`config.mk`:
```
export PLATFORM = sky130hd
export DESIGN_NAME = fetch_unit
export DESIGN_NICKNAME = d
export VERILOG_FILES = /design/src/rtl/fetch_unit.sv
export SDC_FILE = /design/constraint.sdc
export NUM_CORES = 1
export LEC_CHECK = 0
export CAP_MARGIN = 15
export CORE_ASPECT_RATIO = 0.9
export CORE_MARGIN = 1.5
export CORE_UTILIZATION = 45
export CTS_BUF_LIST = sky130_fd_sc_hd__clkbuf_8
export DETAILED_ROUTE_END_ITERATION = 16
export PLACE_DENSITY_LB_ADDON = 0.25
export SKIP_LAST_GASP = 1
export SYNTH_ARGS = -nofsm -noshare
export SYNTH_HDL_FRONTEND = slang
export SYNTH_SLANG_ARGS = --single-unit
export TNS_END_PERCENT = 30
```
`constraint.sdc`:
```
create_clock -name i_clk -period 1.7 [get_ports i_clk]
set_input_delay 0.34 -clock i_clk [delete_from_list [all_inputs] [get_ports i_clk]]
set_output_delay 0.34 -clock i_clk [all_outputs]
set_load 0.01 [all_outputs]
```
`src/rtl/fetch_unit.sv`:
```
// Instruction fetch stage: drives the fetch PC to instruction memory and queues each
// returned word with its PC in a small FIFO toward decode; redirects flush and restart.
module fetch_unit #(
  parameter logic [31:0] RESET_VECTOR = 32'h0000_0000,
  parameter int          FIFO_DEPTH   = 2
) (
  input  logic        i_clk,
  input  logic        i_rst_n,
  output logic [31:0] o_imem_addr,
  input  logic [31:0] i_imem_inst,
  input  logic        i_redirect,
  input  logic [31:0] i_redirect_pc,
  output logic        o_valid,
  input  logic        i_ready,
  output logic [31:0] o_inst,
  output logic [31:0] o_pc,
  output logic        o_misaligned
);

  localparam int PTR_W = $clog2(FIFO_DEPTH);
  localparam int CNT_W = $clog2(FIFO_DEPTH + 1);
  localparam logic [CNT_W-1:0] DEPTH_C = CNT_W'(FIFO_DEPTH);

  if (RESET_VECTOR[1:0] != 2'b00) begin : g_bad_reset_vector
    $error("fetch_unit: RESET_VECTOR must be 4-byte aligned");
  end
  if (FIFO_DEPTH < 2 || (FIFO_DEPTH & (FIFO_DEPTH - 1)) != 0) begin : g_bad_depth
    $error("fetch_unit: FIFO_DEPTH must be a power of 2 and at least 2");
  end

  typedef enum logic [1:0] {
    S_RUN   = 2'd0,
    S_FAULT = 2'd1,
    S_HALT  = 2'd2
  } state_t;

  state_t            r_state;
  logic [31:0]       r_fetch_pc;
  logic [PTR_W-1:0]  r_wr_ptr;
  logic [PTR_W-1:0]  r_rd_ptr;
  logic [CNT_W-1:0]  r_count;
  logic [31:0]       r_pc_mem   [FIFO_DEPTH];
  logic [31:0]       r_inst_mem [FIFO_DEPTH];
  logic              r_mis_mem  [FIFO_DEPTH];

  logic        w_valid;
  logic        w_pop;
  logic        w_push_ok;
  logic        w_push;
  logic        w_push_mis;
  logic [31:0] w_push_inst;

  // A redirect hides the head immediately so decode never consumes a flushed entry.
  assign w_valid     = (r_count != '0) && !i_redirect;
  assign w_pop       = w_valid && i_ready;
  assign w_push_ok   = (r_count < DEPTH_C) || w_pop;
  assign w_push      = !i_redirect && w_push_ok && (r_state == S_RUN || r_state == S_FAULT);
  assign w_push_mis  = (r_state == S_FAULT);
  assign w_push_inst = w_push_mis ? 32'h0 : i_imem_inst;

  assign o_imem_addr  = r_fetch_pc;
  assign o_valid      = w_valid;
  assign o_inst       = r_inst_mem[r_rd_ptr];
  assign o_pc         = r_pc_mem[r_rd_ptr];
  assign o_misaligned = r_mis_mem[r_rd_ptr];

  always_ff @(posedge i_clk or negedge i_rst_n) begin
    if (!i_rst_n) begin
      r_state    <= S_RUN;
      r_fetch_pc <= RESET_VECTOR;
      r_wr_ptr   <= '0;
      r_rd_ptr   <= '0;
      r_count    <= '0;
      for (int i = 0; i < FIFO_DEPTH; i++) begin
        r_pc_mem[i[PTR_W-1:0]]   <= '0;
        r_inst_mem[i[PTR_W-1:0]] <= '0;
        r_mis_mem[i[PTR_W-1:0]]  <= 1'b0;
      end
    end else if (i_redirect) begin
      r_count    <= '0;
      r_wr_ptr   <= '0;
      r_rd_ptr   <= '0;
      r_fetch_pc <= i_redirect_pc;
      r_state    <= (i_redirect_pc[1:0] == 2'b00) ? S_RUN : S_FAULT;
    end else begin
      if (w_push) begin
        r_pc_mem[r_wr_ptr]   <= r_fetch_pc;
        r_inst_mem[r_wr_ptr] <= w_push_inst;
        r_mis_mem[r_wr_ptr]  <= w_push_mis;
        r_wr_ptr             <= r_wr_ptr + PTR_W'(1);
      end
      if (w_pop) begin
        r_rd_ptr <= r_rd_ptr + PTR_W'(1);
      end
      case ({w_push, w_pop})
        2'b10:   r_count <= r_count + CNT_W'(1);
        2'b01:   r_count <= r_count - CNT_W'(1);
        default: r_count <= r_count;
      endcase
      case (r_state)
        S_RUN: begin
          if (w_push_ok) r_fetch_pc <= r_fetch_pc + 32'd4;
        end
        S_FAULT: begin
          if (w_push_ok) r_state <= S_HALT;
        end
        S_HALT: begin
          r_state <= S_HALT;
        end
        default: r_state <= S_HALT;
      endcase
    end
  end

endmodule

```
==> run metrics, run 1 <==
total non-filler cell area in the finished layout=10910 um^2; violations in the final reports=setup timing; required time at the worst-slack endpoint=1.36 ns; Routed WL=19950 um; largest stage delay on the critical path=0.52 ns; family with the most delay on the worst path=flip-flops; worst r2r src=o_imem_addr[2]; arrival time of the worst setup path=1.69 ns; layout-stage area growth over the synthesis result=39.10%; synthesized area per cell=10.88 um^2; worst-case setup margin in the final layout=-0.3295 ns; clock network latency to the later pin of the worst-skew pair=0.45 ns; total number of clock tree sinks=168; aggregate global routing overflow=0; Synth Area in Simple Gates=0.1374; startpoint-to-endpoint class of the critical path=reg -> out; critical register-to-register path endpoint=o_imem_addr[14]; via count of the first global-routing pass=6229; minimum clock period after layout=2.029 ns; number of antenna violations at the first check in global routing=0; synthesized netlist net count=790; Highest Clock Rate=492.7 MHz; worst ir drop on vdd=0.7097 mV; number of stages on the worst hold path=2; launching element type of the critical path=register; synthesized-area fraction occupied by adder cells=0.001595; effective utilization at floorplan=0.4628; maximum number of buffers from clock root to sink=2; placement-stage worst setup slack=-0.4118 ns; die boundary width=142.2 um; setup slack on the worst flop-to-flop path=-0.02 ns; warnings from Yosys=0; post-synthesis xor/xnor area fraction=0.01899; Iter 0 DRT Violations=341; most frequent cells in the layout=166 x sky130_fd_sc_hd__dfrtp_1, 145 x sky130_fd_sc_hd__nand2_1, 126 x sky130_fd_sc_hd__mux2_2; num rows=45; Crit Path Max Fanout=6; fraction of registers with async set or reset after synthesis=1.000; power per cell area=1178 nW/um^2; buffers and inverters on the worst path=3; leakage power total=4.848 nW; Routed WL per cell=16.66 um; proportion of synthesized area in mux cells=0.1878; Cells after Synth=721; worst hold margin=0.1481 ns; CTS clock-pin slew for the worst setup and hold paths=0.08 ns; detailed placer's ending HPWL=13540 um; Cell variety after synth=49; Detail Route Antenna Nets=0; cell at the slowest stage of the critical path=sky130_fd_sc_hd__dfrtp_4; GR Util All Layers=0.2278; most common cell after layout, fill and taps aside=sky130_fd_sc_hd__dfrtp_1; DR pass1 iterations=5; number of hold-slack violations in the final timing report=0; max-slew headroom at the worst pin=0.7179; RSZ-0062 raised after global routing=true; final period utilization=1.194; flip-flop and latch count after synthesis=168; H-tree depth=4; count of boundary I/O pins=166; measured slew at the worst slew-check pin=0.4197 ns; fraction of the mapped netlist area in compound gates=0.08870; clock tree from TritonCTS=built; post-route DRC violation count=0; status=finished, violations left; combinational family with the most area after synthesis=multiplexers; Vert. Die Dim=128.2 um; Setup Skew=0.01300 ns; DIE AREA=18230 um^2; fraction of final layout cells with drive strength greater than 1=0.3482; Hold Path Class=in -> reg; total of endpoints with negative setup slack in the final report=100; largest net degree at the start of global routing=49; number of clock buffers inserted by TritonCTS=17; total cell area at the placement stage=10370 um^2; number of synthesized flops with an enable pin=0; final cell utilization of the core=0.6437; via-per-instance ratio=5.216; sequential element share of the synthesized area=0.5361; standard cell core area=16950 um^2; Final Slew Violations=0; MaxCap Viol Count=0; critical path endpoint category=output pin; cell depth of the worst flop-to-flop path=6; number of nets in the layout=1018; global-route wire length before repair=32060 um; Total Neg Setup Slack=-24.71 ns; Port Buffer Count=165; CP Cell Sequence=buf_12 -> clkbuf_16 -> mux2_2 -> buf_6; overall via count from detail_route=6244; global placement routability congestion=0.9063; clock tree root buffer cell=sky130_fd_sc_hd__clkbuf_8; Most used DFF post-synth=sky130_fd_sc_hd__dfrtp_1; hold wc startpoint=i_redirect; Syn Std Cell Area=7843 um^2; final antenna diode count=0; sink of the worst hold path=r_count[1]
## per-stage QoR
stage	cells	total power, mW
2_1_floorplan	721	7.770
3_3_place_gp	1155	9.914
3_5_place_dp	1155	10.02
4_1_cts	1195	12.78
5_1_grt	1197	13.63
6_report	1197	12.85
## flip-flops by register name, indices dropped and copies added, names as in the netlist
register     flops
r_pc_mem        64
o_imem_addr     32
r_state          2
r_inst_mem      64
r_count          2
r_mis_mem        2
r_wr_ptr         1
r_rd_ptr         1
## worst register-to-register path, delay by kind of cell, from the launching register on
family / cells / cell delay (ns)
AO/OA/AOI/OAI: 2 / 0.20
adder cells (fa/ha/maj): 1 / 0.19
flip-flops: 1 / 0.36
AND/OR/NAND/NOR: 3 / 0.89
## per-layer routing
layer | track usage | vias to the layer above | share of wire
li1 | - | 2984 | -
met1 | 0.3111 | 3056 | 0.46
met2 | 0.3601 | 180 | 0.47
met3 | 0.05006 | 24 | 0.052
met4 | 0.07944 | 0 | 0.018
met5 | 0 | - | 0
## where the power goes
part / internal [mW] / switching (mW)
Sequential: 5.05 / 0.560
Clock: 1.29 / 1.51
Combinational: 2.58 / 1.87
## Yosys cell counts, types with 3 or more instances
master / number / area share
sky130_fd_sc_hd__o21ai_1: 4 / 0.0026
sky130_fd_sc_hd__o21ai_0: 84 / 0.054
sky130_fd_sc_hd__nand3_1: 15 / 0.0096
sky130_fd_sc_hd__dfrtp_1: 168 / 0.54
sky130_fd_sc_hd__buf_2: 20 / 0.013
sky130_fd_sc_hd__nand2b_1: 3 / 0.0024
sky130_fd_sc_hd__o211ai_1: 3 / 0.0029
sky130_fd_sc_hd__o221ai_1: 6 / 0.0067
sky130_fd_sc_hd__nor2_1: 23 / 0.011
sky130_fd_sc_hd__inv_1: 3 / 0.0014
sky130_fd_sc_hd__and3_1: 5 / 0.0040
sky130_fd_sc_hd__nand2_1: 145 / 0.069
sky130_fd_sc_hd__xnor2_1: 5 / 0.0056
sky130_fd_sc_hd__buf_1: 5 / 0.0024
sky130_fd_sc_hd__nor4_1: 4 / 0.0032
sky130_fd_sc_hd__mux2_2: 129 / 0.19
sky130_fd_sc_hd__xor2_1: 12 / 0.013
sky130_fd_sc_hd__nand4_1: 13 / 0.010
sky130_fd_sc_hd__a311oi_1: 4 / 0.0045
sky130_fd_sc_hd__clkbuf_1: 21 / 0.010
sky130_fd_sc_hd__a21oi_1: 8 / 0.0051
sky130_fd_sc_hd__nor3_1: 4 / 0.0026
sky130_fd_sc_hd__or3_1: 3 / 0.0024
## layout make-up
| cell class | instances | area (um^2) |
|---|---|---|
| Clock buffer | 20 | 275.3 |
| Clock inverter | 12 | 115.1 |
| Fill cell | 1382 | 6038 |
| Inverter | 4 | 15.01 |
| Multi-Input combinational cell | 501 | 3437 |
| Sequential cell | 168 | 4209 |
| Tap cell | 235 | 294.0 |
| Timing Repair Buffer | 257 | 2564 |
## what timing repair did
action                                 CTS  global route
hold buffers                             1             0
setup buffers                            5             1
endpoints found under the hold margin   40             0
gates cloned                             2             2
resized for setup                      305            18
setup endpoints to repair              100           118
## logic make-up (layout without fill, tap and decap cells)
group / after synthesis / count (layout)
XOR/XNOR: 17 / 17
AO/OA/AOI/OAI: 121 / 121
buffers and inverters: 52 / 293
AND/OR/NAND/NOR: 231 / 231
multiplexers: 131 / 131
adder cells (fa/ha/maj): 1 / 1
flip-flops: 168 / 168
## worst max-delay path by stage
| stage | depth (start not counted) | endpoint | from |
|---|---|---|---|
| final | 4 | o_pc[0] | r_rd_ptr |
| after detailed placement | 7 | o_imem_addr[15] | i_ready |
| after CTS | 4 | o_pc[5] | r_rd_ptr |
| after global routing | 4 | o_inst[8] | r_rd_ptr |
| after global placement | 7 | o_imem_addr[24] | i_ready |
| after floorplan | 3 | o_pc[24] | r_rd_ptr |
No activity file was read; power rests on OpenSTA's default activity.
==> inputs of run 2 (changes only) <==
--- a/config.mk
+++ b/config.mk
@@ -5,7 +5,7 @@
 export SDC_FILE = /design/constraint.sdc
 export NUM_CORES = 1
 export LEC_CHECK = 0
-export CAP_MARGIN = 15
+export CAP_MARGIN = 10
 export CORE_ASPECT_RATIO = 0.9
 export CORE_MARGIN = 1.5
 export CORE_UTILIZATION = 45
==> results of run 2 <==
Same layout as run 1: the final DEF is identical, and so are final timing and power.
